### src/rtl/pattern_pkg.sv
// Shared constants for the HUB75 test-pattern writer: pattern modes, FSM states
// and the colour-cycle step used by the solid-fill pattern.
package pattern_pkg;

  localparam logic [1:0] MODE_SOLID    = 2'd0;
  localparam logic [1:0] MODE_GRADIENT = 2'd1;
  localparam logic [1:0] MODE_CHECKER  = 2'd2;
  localparam logic [1:0] MODE_SCROLL   = 2'd3;

  typedef enum logic [1:0] {
    ST_IDLE = 2'd0,
    ST_FILL = 2'd1,
    ST_SWAP = 2'd2
  } state_e;

  // Solid colour sequence red -> green -> blue -> red.
  function automatic logic [1:0] next_colour(input logic [1:0] colour);
    return (colour == 2'd2) ? 2'd0 : colour + 2'd1;
  endfunction

endpackage

### src/rtl/pattern_pixel.sv
// Combinational pixel generator: maps (x, y, phase, colour cycle) to an {r,g,b}
// word for the selected pattern mode. The caller registers the result.
module pattern_pixel
  import pattern_pkg::*;
#(
  parameter int ADDR_W    = 12,
  parameter int COLS_LOG2 = 6,
  parameter int CH_W      = 4
) (
  input  logic [1:0]                  mode,
  input  logic [COLS_LOG2-1:0]        x,
  input  logic [ADDR_W-COLS_LOG2-1:0] y,
  input  logic [7:0]                  phase,
  input  logic [1:0]                  colour,
  output logic [3*CH_W-1:0]           pixel
);

  localparam int ROWS_LOG2 = ADDR_W - COLS_LOG2;
  localparam logic [CH_W-1:0] FULL = '1;
  localparam logic [CH_W-1:0] NONE = '0;

  logic [COLS_LOG2-1:0] p_cols;
  logic [COLS_LOG2-1:0] x_plus_p;
  logic [CH_W-1:0]      grad_r;
  logic [CH_W-1:0]      grad_g;

  // Phase arithmetic wraps at the column width so the checker scrolls seamlessly.
  assign p_cols   = COLS_LOG2'(phase);
  assign x_plus_p = x + p_cols;
  assign grad_r   = CH_W'(x >> (COLS_LOG2 - CH_W));
  assign grad_g   = CH_W'(y >> (ROWS_LOG2 - CH_W));

  always_comb begin
    pixel = '0;
    case (mode)
      MODE_SOLID: begin
        case (colour)
          2'd0:    pixel = {FULL, NONE, NONE};
          2'd1:    pixel = {NONE, FULL, NONE};
          default: pixel = {NONE, NONE, FULL};
        endcase
      end
      MODE_GRADIENT: pixel = {grad_r, grad_g, NONE};
      MODE_CHECKER: begin
        if (x_plus_p[3] ^ y[3]) pixel = '1;
      end
      default: begin
        if (x == p_cols) pixel = '1;
      end
    endcase
  end

endmodule

### src/rtl/pattern_writer.sv
// Fills the back bank of the double-buffered panel RAM with a generated pattern
// once per prescaler tick, then hands the bank to the driver via a swap handshake.
module pattern_writer
  import pattern_pkg::*;
#(
  parameter int ADDR_W    = 12,
  parameter int COLS_LOG2 = 6,
  parameter int CH_W      = 4,
  parameter int PRESCALE  = 375000
) (
  input  logic                i_clk,
  input  logic                i_reset,
  input  logic                i_enable,
  input  logic [1:0]          i_mode,
  input  logic                i_swap_ack,
  output logic [ADDR_W:0]     o_ram_w_addr,
  output logic [3*CH_W-1:0]   o_ram_w_data,
  output logic                o_ram_w_enable,
  output logic                o_bank,
  output logic                o_swap_req,
  output logic [7:0]          o_frame_count,
  output logic                o_busy,
  output logic                o_overrun
);

  localparam int PRE_W = $clog2(PRESCALE);
  localparam logic [PRE_W-1:0]  PRE_RELOAD = PRE_W'(PRESCALE - 1);
  localparam logic [ADDR_W-1:0] LAST_ADDR  = '1;

  state_e              state_q, state_d;
  logic [PRE_W-1:0]    presc_q, presc_d;
  logic [ADDR_W-1:0]   addr_q, addr_d;
  logic [1:0]          mode_q, mode_d;
  logic [7:0]          phase_q, phase_d;
  logic [1:0]          colour_q, colour_d;
  logic                bank_q, bank_d;
  logic                swap_req_q, swap_req_d;
  logic [7:0]          count_q, count_d;
  logic                overrun_q, overrun_d;
  logic                w_en_q, w_en_d;
  logic [ADDR_W:0]     w_addr_q, w_addr_d;
  logic [3*CH_W-1:0]   w_data_q, w_data_d;
  logic [3*CH_W-1:0]   pixel;

  logic tick, frame_start, ack_take;

  assign tick        = (presc_q == '0);
  assign frame_start = (state_q == ST_IDLE) && tick && i_enable;
  // Acks are only honoured once the request is visible, so an ack held high
  // early is taken on the first request cycle.
  assign ack_take    = (state_q == ST_SWAP) && swap_req_q && i_swap_ack;

  pattern_pixel #(
    .ADDR_W    (ADDR_W),
    .COLS_LOG2 (COLS_LOG2),
    .CH_W      (CH_W)
  ) u_pixel (
    .mode   (mode_q),
    .x      (addr_q[COLS_LOG2-1:0]),
    .y      (addr_q[ADDR_W-1:COLS_LOG2]),
    .phase  (phase_q),
    .colour (colour_q),
    .pixel  (pixel)
  );

  always_ff @(posedge i_clk) begin
    if (i_reset) state_q <= ST_IDLE;
    else         state_q <= state_d;
  end

  always_comb begin
    state_d = state_q;
    case (state_q)
      ST_IDLE: if (frame_start)          state_d = ST_FILL;
      ST_FILL: if (addr_q == LAST_ADDR)  state_d = ST_SWAP;
      ST_SWAP: if (ack_take)             state_d = ST_IDLE;
      default:                           state_d = ST_IDLE;
    endcase
  end

  always_comb begin
    presc_d    = tick ? PRE_RELOAD : presc_q - PRE_W'(1);
    mode_d     = frame_start ? i_mode : mode_q;
    addr_d     = (state_q == ST_FILL) ? addr_q + ADDR_W'(1) : '0;
    w_en_d     = (state_q == ST_FILL);
    w_addr_d   = (state_q == ST_FILL) ? {~bank_q, addr_q} : w_addr_q;
    w_data_d   = (state_q == ST_FILL) ? pixel : w_data_q;
    swap_req_d = (state_q == ST_SWAP) && !ack_take;
    overrun_d  = tick && (state_q != ST_IDLE);
    bank_d     = bank_q;
    count_d    = count_q;
    phase_d    = phase_q;
    colour_d   = colour_q;
    if (ack_take) begin
      bank_d   = ~bank_q;
      count_d  = count_q + 8'd1;
      phase_d  = phase_q + 8'd1;
      colour_d = next_colour(colour_q);
    end
  end

  always_ff @(posedge i_clk) begin
    if (i_reset) begin
      presc_q    <= PRE_RELOAD;
      addr_q     <= '0;
      mode_q     <= MODE_SOLID;
      phase_q    <= '0;
      colour_q   <= '0;
      bank_q     <= 1'b0;
      swap_req_q <= 1'b0;
      count_q    <= '0;
      overrun_q  <= 1'b0;
      w_en_q     <= 1'b0;
      w_addr_q   <= '0;
      w_data_q   <= '0;
    end else begin
      presc_q    <= presc_d;
      addr_q     <= addr_d;
      mode_q     <= mode_d;
      phase_q    <= phase_d;
      colour_q   <= colour_d;
      bank_q     <= bank_d;
      swap_req_q <= swap_req_d;
      count_q    <= count_d;
      overrun_q  <= overrun_d;
      w_en_q     <= w_en_d;
      w_addr_q   <= w_addr_d;
      w_data_q   <= w_data_d;
    end
  end

  assign o_ram_w_addr   = w_addr_q;
  assign o_ram_w_data   = w_data_q;
  assign o_ram_w_enable = w_en_q;
  assign o_bank         = bank_q;
  assign o_swap_req     = swap_req_q;
  assign o_frame_count  = count_q;
  assign o_busy         = (state_q != ST_IDLE);
  assign o_overrun      = overrun_q;

endmodule

### config.mk
export PLATFORM = sky130hd
export DESIGN_NAME = pattern_writer
export DESIGN_NICKNAME = d
export VERILOG_FILES = /design/src/rtl/pattern_pkg.sv /design/src/rtl/pattern_pixel.sv /design/src/rtl/pattern_writer.sv
export SDC_FILE = /design/constraint.sdc
export NUM_CORES = 1
export LEC_CHECK = 0
export CAP_MARGIN = 25
export CORE_AREA = 2 2 100 102
export DETAILED_ROUTE_END_ITERATION = 10
export DIE_AREA = 0 0 102 104
export SYNTH_ARGS = -nofsm -noshare
export SYNTH_HDL_FRONTEND = slang
export SYNTH_HIERARCHICAL = 1
export SYNTH_SLANG_ARGS = --single-unit
### constraint.sdc
create_clock -name i_clk -period 2.2 [get_ports i_clk]
set_clock_uncertainty 0.05 [all_clocks]
set_input_delay 0.55 -clock i_clk [delete_from_list [all_inputs] [get_ports i_clk]]
set_output_delay 0.55 -clock i_clk [all_outputs]
set_load 0.03 [all_outputs]
Word level (Yosys, flattened, before mapping)

Cells that the tools add are included.

$add $sub $neg: 6
Equality and inequality tests: 11
Muxes and demuxes: 9
Bitwise logic cells: 3
Reduce and logical (&&, ||, !) cells: 15

Operator list:

| kind                    | count |
|---|---|
| $pmux W12 S3            | 1 |
| $mux W12                | 2 |
| $pmux W12 S2            | 1 |
| $logic_not A19 Y1       | 1 |
| $sub A19 B1 Y19 const B | 1 |
| $add A8 B1 Y8 const B   | 2 |
| $add A12 B1 Y12 const B | 1 |
| $eq A12 B12 Y1 const B  | 1 |
| $mux W2                 | 4 |
| $eq A2 B1 Y1 const B    | 3 |
| $eq A2 B2 Y1 const B    | 3 |
| $eq A6 B6 Y1            | 1 |
| $logic_and A1 B1 Y1     | 6 |
| $logic_not A2 Y1        | 3 |
| $pmux W2 S3             | 1 |
| $add A4 B4 Y4           | 1 |
| $ne A2 B2 Y1 const B    | 2 |
| $reduce_or A2 Y1        | 2 |
| $reduce_and A3 Y1       | 1 |
| $add A2 B1 Y2 const B   | 1 |
| $ne A2 B1 Y1 const B    | 1 |
| $not A1 Y1              | 2 |
| $reduce_bool A2 Y1      | 1 |
| $logic_not A1 Y1        | 1 |
| $xor A1 B1 Y1           | 1 |

Register bits after elaboration: 82
Input bits: 6
Output and inout bits: 38
Word-level logic and storage cells: 57

Logic depth before layout (Yosys ltp)

Gate-level depths: netlist of run 1.

Depth in word-level cells: 5
Mapped depth: 8

Cells and area by module

The synthesis of run 1 kept the hierarchy.

Modules (own cells, without submodules):

| module         | instances | cells an instance | area an instance (um^2) | seq. area each (um^2) |
|---|---|---|---|---|
| pattern_writer | 1         | 370               | 3290.7                  | 1641.6 |
| pattern_pixel  | 1         | 42                | 332.8                   | 0.0 |

Least setup slack after synthesis of run 1

Ideal clock, no wire load.

Path type: register to register
Start: register addr_q[2]
End: register w_data_q[1], in the netlist o_ram_w_data[1]
Setup time: 70 ps
Arrival time: 1690 ps
Data required time: 2080 ps
Slack: 389 ps
Cell stages (with the launch flop): 8
Buffers on the path: 1
Path through: dfxtp_1 ha_1 nor4_2 nand4_1 nand3_1 buf_4 nand2_1 a21oi_1

Longest elaborated chain between the ends: 4
Elaborated cells between the ends (all ways): 6
Classes of those cells: 1 x add/sub; 1 x eq/ne; 3 x mux; 1 x bitwise

Ends and longest elaborated chain:

| element                | line                  | RTL |
|---|---|---|
| start, declared        | pattern_writer.sv:32  | `logic [ADDR_W-1:0] addr_q, addr_d;` |
| start signal, assigned | pattern_writer.sv:118 | `addr_q <= addr_d;` |
| $add A4 B4 Y4          | pattern_pixel.sv:29   | `assign x_plus_p = x + p_cols;` |
| $xor A1 B1 Y1          | pattern_pixel.sv:45   | `if (x_plus_p[3] ^ y[3]) pixel = '1;` |
| $mux W12               | pattern_pixel.sv:45   |  |
| $pmux W12 S3 *         | pattern_pixel.sv:35   | `case (mode)` |
| named net pixel[1]     | pattern_writer.sv:43  | `logic [3*CH_W-1:0] pixel;` |
| end signal, assigned   | pattern_writer.sv:128 | `w_data_q <= w_data_d;` |
| end, declared          | pattern_writer.sv:42  | `logic [3*CH_W-1:0] w_data_q, w_data_d;` |

Mark *: on every way through the listed nets, which the timed path passes. The rest lies on a longest branch.
A chain may end at the register's enable or synchronous reset.

Final worst setup path of run 1

Start: register count_q[2], in the netlist o_frame_count[2]
End: output port o_frame_count[2]

RTL lines:

| element                | line                  | RTL |
|---|---|---|
| start, declared        | pattern_writer.sv:38  | `logic [7:0] count_q, count_d;` |
| start signal, assigned | pattern_writer.sv:124 | `count_q <= count_d;` |
| end, declared          | pattern_writer.sv:21  | `output logic [7:0] o_frame_count,` |

No word-level cell between the ends.

==> results of run 1 <==
==> layout by cell type (no fill, tap or decap), drive strengths merged, types with 3 or more instances in the layout <==
cell and n:
dfxtp 80, nand2 71, nor2 46, clkdlybuf4s50 41, a21oi 29, xor2 21
xnor2 18, nand3 17, nand4 11, buf 10, clkbuf 9, ha 8
o211ai 8, or4 8, inv 7, nor3 7, nor4 5, or3 4
a21boi 4, a22oi 4, o21ai 4, and4 3, a21o 3, and2 3
mux2i 3
==> routing by layer <==
| metal | up-vias | part of all wire |
|---|---|---|
| met5 | - | 0 |
| met4 | 0 | 0.029 |
| met3 | 18 | 0.030 |
| met2 | 55 | 0.45 |
| met1 | 1316 | 0.49 |
| li1 | 1464 | - |
==> worst paths after layout <==
check                                startpoint                            to  slack, ps  cells after the start
setup reg to reg           addr_q[1]$_SDFF_PP0_  o_ram_w_data[1]$_SDFFE_PP0P_        250                      6
hold / removal            presc_q[0]$_SDFF_PP1_         presc_q[0]$_SDFF_PP1_        400                      1
setup / recovery  o_frame_count[2]$_SDFFE_PP0P_              o_frame_count[2]        130                      1
hold reg to reg           presc_q[0]$_SDFF_PP1_         presc_q[0]$_SDFF_PP1_        400                      1
==> per-stage QoR <==
stage                util  instances  setup slack [ps]
floorplan               -        403               389
global placement    0.432        569               233
detailed placement  0.432        569               202
CTS                 0.453        584               106
global route        0.454        584              27.5
finish              0.454        584               131
==> worst reg2reg max path, delay by kind of cell, from the launching register on <==
kind	cells	cell delay [ps]
simple gates	4	1020
flops	1	420
fa+ha+maj	1	290
compound gates	1	120
==> layout make-up <==
class / count / area [µm²] / share of cell area
multi-input combinational: 297 / 1830 / 0.421
sequential: 80 / 1600 / 0.370
timing repair buffer: 52 / 504 / 0.116
tap: 133 / 166 / 0.0384
clock buffer: 9 / 124 / 0.0286
clock inverter: 6 / 85.1 / 0.0196
inverter: 7 / 26.3 / 0.00606
==> what timing repair did <==
item / in CTS / in global routing
hold buffers: 0 / 0
endpoints found under the setup margin: 1 / 4
gates resized for setup: 1 / 1
==> sequential cells by signal, indices dropped and copies added (netlist names) <==
| signal | cells |
|---|---|
| presc_q | 19 |
| o_ram_w_data | 12 |
| state_q | 2 |
| mode_q | 2 |
| o_bank | 1 |
| o_swap_req | 1 |
| o_ram_w_enable | 1 |
| addr_q | 12 |
| o_ram_w_addr | 13 |
| o_overrun | 1 |
| o_frame_count | 8 |
| colour_q | 2 |
| phase_q | 6 |
==> power groups by stage <==
stage | clock network [µW] | logic (µW) | registers, µW
after floorplan | 0 | 28.2 | 1490
after global placement | 0 | 46.0 | 1490
after detailed placement | 0 | 47.0 | 1490
after CTS | 1190 | 47.2 | 1460
after global routing | 1250 | 51.8 | 1460
final | 1150 | 45.7 | 1460
==> metrics.cfg, run 1 <==
[grt]
grt_pass1_vias=2717
busiest_layer=met2
gr-total-overflow=0
antenna_found_initial=0
globalRouteMet2Util=0.230
met1_usage=0.195
track_usage=0.147
grt_pass1_wl_um=12700
use_met3=0.0276
grt_max_degree=37

[die]
std_cell_rows=36
dieArea_um2=10600
die_x_um=102
core-area_um2=9550
start_util=0.371
pin_count=44
die-height_um=104

[detailed_routing]
drt-wirelength-per-cell_um=12.8
drt_iter0_drc=91
drt-total-wl_um=7490
drc=0
vias=2853
drt.antenna.violating_nets=0
vias_per_cell=4.89
dr.pass1.iters=4

[sta]
finalHoldViolations=0
fin_hold_ws_ps=397
final.setup.tns_ps=0
min_period_ps=2070
tightest_slew_ps=509
rsz0062_at_grt=no
drv_slew=0
setup_viol=0
max_freq_ghz=0.483
post-route-period-util=0.941
relSlewSlack=0.652

[finish]
fin_area_um2=4330
nNetsFinal=461
layout.filler_cells=983
num_antenna_cells=0
area_growth_pct=22.5
drive_gt1_frac=0.0931

[clock_network]
clkTransAtPathRegs_ps=80
cts_tree=yes
clock_sinks=80
numCtsBuffers=9
cts_setup_buffers=0
clock_path_buffers=2
cts_root_buffer=clkbuf_8
insertion_delay_ps=350
htreeDepth=3

[power]
fin_total_pwr_uw=2660
ir_drop_uv=350
leakage_uw=0.00147
seqPwrFrac=0.549
p_clk_frac=0.434
p_per_area_nw_per_um2=613
combPwrFrac=0.017
switchingPower_uw=561
p_int_uw=2100
p_sw_frac=0.211

[setup_path]
cpMaxStageDelayCell=clkdlybuf4s50_1
cp.required_ps=1600
crit_fanout=6
crit_path_cell_trace=clkdlybuf4s50_1
crit_family=buffers and inverters
crit_arrival_ps=1470
critPathLaunchType=flip-flop
cp_num_buf_inv=1
criticalPathCategory=flip-flop to primary output
endpoint_kind=primary output
slowest_delay_ps=700

[synthesis]
synthesis.nets=417
yosys_warnings=6
avgSynthCellArea_um2=8.78
syn_area_um2=3540
synth_cells=403

[flow_run]
drv_cap=0

[outcome]
status=complete, no violations

[placement]
port_buffers=43
gp_congestion=0.765
placed_area_um2=4120
dp_hpwl_um=5310

[worst_hold_path]
hold_path.class=flip-flop to flip-flop

Power figures use the tool's default switching activity.
==> inputs of run 2 (changes only) <==
--- a/constraint.sdc
+++ b/constraint.sdc
@@ -4,2 +4,2 @@
 set_output_delay 0.55 -clock i_clk [all_outputs]
-set_load 0.03 [all_outputs]
+set_load 0.005 [all_outputs]
==> metrics.cfg, run 2 (synthesized netlist as in run 1, its figures left out) <==
[sta]
rsz0062_at_grt=no
setup_viol=0  ; unchanged
relSlewSlack=0.636  ; -0.0161
min_period_ps=2100  ; +30.1 ps
drv_slew=0  ; unchanged
max_freq_ghz=0.476  ; -1.4%
finalHoldViolations=0  ; unchanged
post-route-period-util=0.954  ; +0.0137
tightest_slew_ps=547  ; +37.3 ps
worst_slack_ps=101  ; -30.1 ps
final.setup.tns_ps=0  ; unchanged

[detailed_routing]
drt.antenna.violating_nets=0  ; unchanged
drt-wirelength-per-cell_um=12.6  ; -1.7%
dr.pass1.iters=4  ; unchanged
vias_per_cell=4.83  ; -1.0%
drc=0  ; unchanged
vias=2833  ; -0.70%
drt-total-wl_um=7380  ; -1.4%
drt_iter0_drc=65  ; -29%

[setup_path]
crit_arrival_ps=1500  ; +30 ps
cp.required_ps=1600  ; about the same
cp_num_buf_inv=1  ; unchanged
crit_family=buffers and inverters
cpMaxStageDelayCell=clkdlybuf4s50_1
critPathLaunchType=flip-flop
endpoint_kind=primary output
criticalPathCategory=flip-flop to primary output
crit_path_cell_trace=or2_2, clkdlybuf4s50_1
crit_fanout=4  ; -2
slowest_delay_ps=470  ; -230 ps
r2r_slack_ps=250  ; about the same

[power]
ir_drop_uv=267  ; -24%
leakage_uw=0.00149  ; +1.0%
p_per_area_nw_per_um2=635  ; +3.6%

[clock_network]
cts_setup_buffers=0  ; unchanged
numCtsBuffers=9  ; unchanged
cts_root_buffer=clkbuf_8
cts_hold_buffers=0  ; unchanged
htreeDepth=3  ; unchanged
clock_sinks=80  ; unchanged
insertion_delay_ps=340  ; about the same
clkTransAtPathRegs_ps=70  ; about the same
clock_path_buffers=2  ; unchanged
cts_tree=yes

[die]
dieArea_um2=10600  ; unchanged
die-height_um=104  ; unchanged
std_cell_rows=36  ; unchanged
start_util=0.371  ; unchanged
core-area_um2=9550  ; unchanged
die_x_um=102  ; unchanged
pin_count=44  ; unchanged

[finish]
post-route-util=0.457  ; +0.00367
drive_gt1_frac=0.0949  ; +0.00180
final_common_cell=dfxtp_1
mostFrequentLayoutCells=dfxtp_1 (80), nand2_1 (70), nor2_1 (46), clkdlybuf4s50_1 (42), a21oi_1 (28)
layout.filler_cells=955  ; -2.8%
top_register=presc_q
num_antenna_cells=0  ; unchanged
area_growth_pct=23.4
largest_reg_flops=19  ; unchanged
nNetsFinal=462  ; +0.22%

[grt]
grt_pass1_wl_um=12600  ; -0.49%
gr-total-overflow=0  ; unchanged
antenna_found_initial=0  ; unchanged
grt_max_degree=27  ; -27%
track_usage=0.146  ; -0.00179
grt_pass1_vias=2708  ; -0.33%

[placement]
pre_cts_ws_ps=223  ; +21.1 ps
port_buffers=43  ; unchanged
gp_congestion=0.749  ; -2.0%
dp_hpwl_um=5270  ; -0.71%

[outcome]
status=complete, no violations

[flow_run]
drv_cap=0  ; unchanged

[worst_hold_path]
hold_path.class=flip-flop to flip-flop

run 2: cell count changes in the layout (fill, tap and decap cells not counted), sizes merged:
cell,delta
clkdlybuf4s50,+1
clkbuf,+1
bufinv,+1
dlygate4sd2,-1
clkinvlp,-1
buf,+1
run 2: through the flow:
| step | total power (µW) | hold WS, ps | area [µm²] | instances |
|---|---|---|---|---|
| detailed placement | 1540 | 384 | 4130 | 570 |
| finish | 2780 | 400 | 4370 | 586 |
| global placement | 1540 | 364 | 4130 | 570 |
| CTS | 2810 | 402 | 4360 | 586 |
| floorplan | 1520 | 354 | 3540 | 403 |
| global route | 2870 | 425 | 4370 | 586 |
run 2: layout make-up:
cell class / count / area [µm²] / share of cell area
Multi-Input combinational cell: 297 / 1830 / 0.418
Sequential cell: 80 / 1600 / 0.367
Timing Repair Buffer: 53 / 513 / 0.117
Tap cell: 133 / 166 / 0.0381
Clock buffer: 10 / 128 / 0.0292
Clock inverter: 6 / 108 / 0.0246
Inverter: 7 / 26.3 / 0.00602
run 2: worst paths after layout:
kind                      startpoint                            to  depth (start not counted)
max          state_q[1]$_SDFFE_PP0P_                        o_busy                          2
min            presc_q[0]$_SDFF_PP1_         presc_q[0]$_SDFF_PP1_                          1
max reg2reg     addr_q[1]$_SDFF_PP0_  o_ram_w_data[2]$_SDFFE_PP0P_                          6
min reg2reg    presc_q[0]$_SDFF_PP1_         presc_q[0]$_SDFF_PP1_                          1
run 2: metal layers:
layer,up-vias,track usage,wire (µm)
met5,-,0,0
met4,0,0.0610,146
met3,13,0.0255,268
met2,55,0.221,3250
met1,1294,0.202,3720
li1,1471,-,-
run 2: what timing repair did:
item | CTS | global route
endpoints found under the hold margin | 0 | 0
setup endpoints to repair | 0 | 1
resized for setup | 0 | 1
run 2: report_power, final:
group / total (µW) / switching [µW] / internal, µW / leakage, µW
combinational: 48.2 / 31.0 / 17.2 / 0.000724
sequential: 1460 / 6.83 / 1450 / 0.000645
clock: 1270 / 519 / 751 / 0.000116
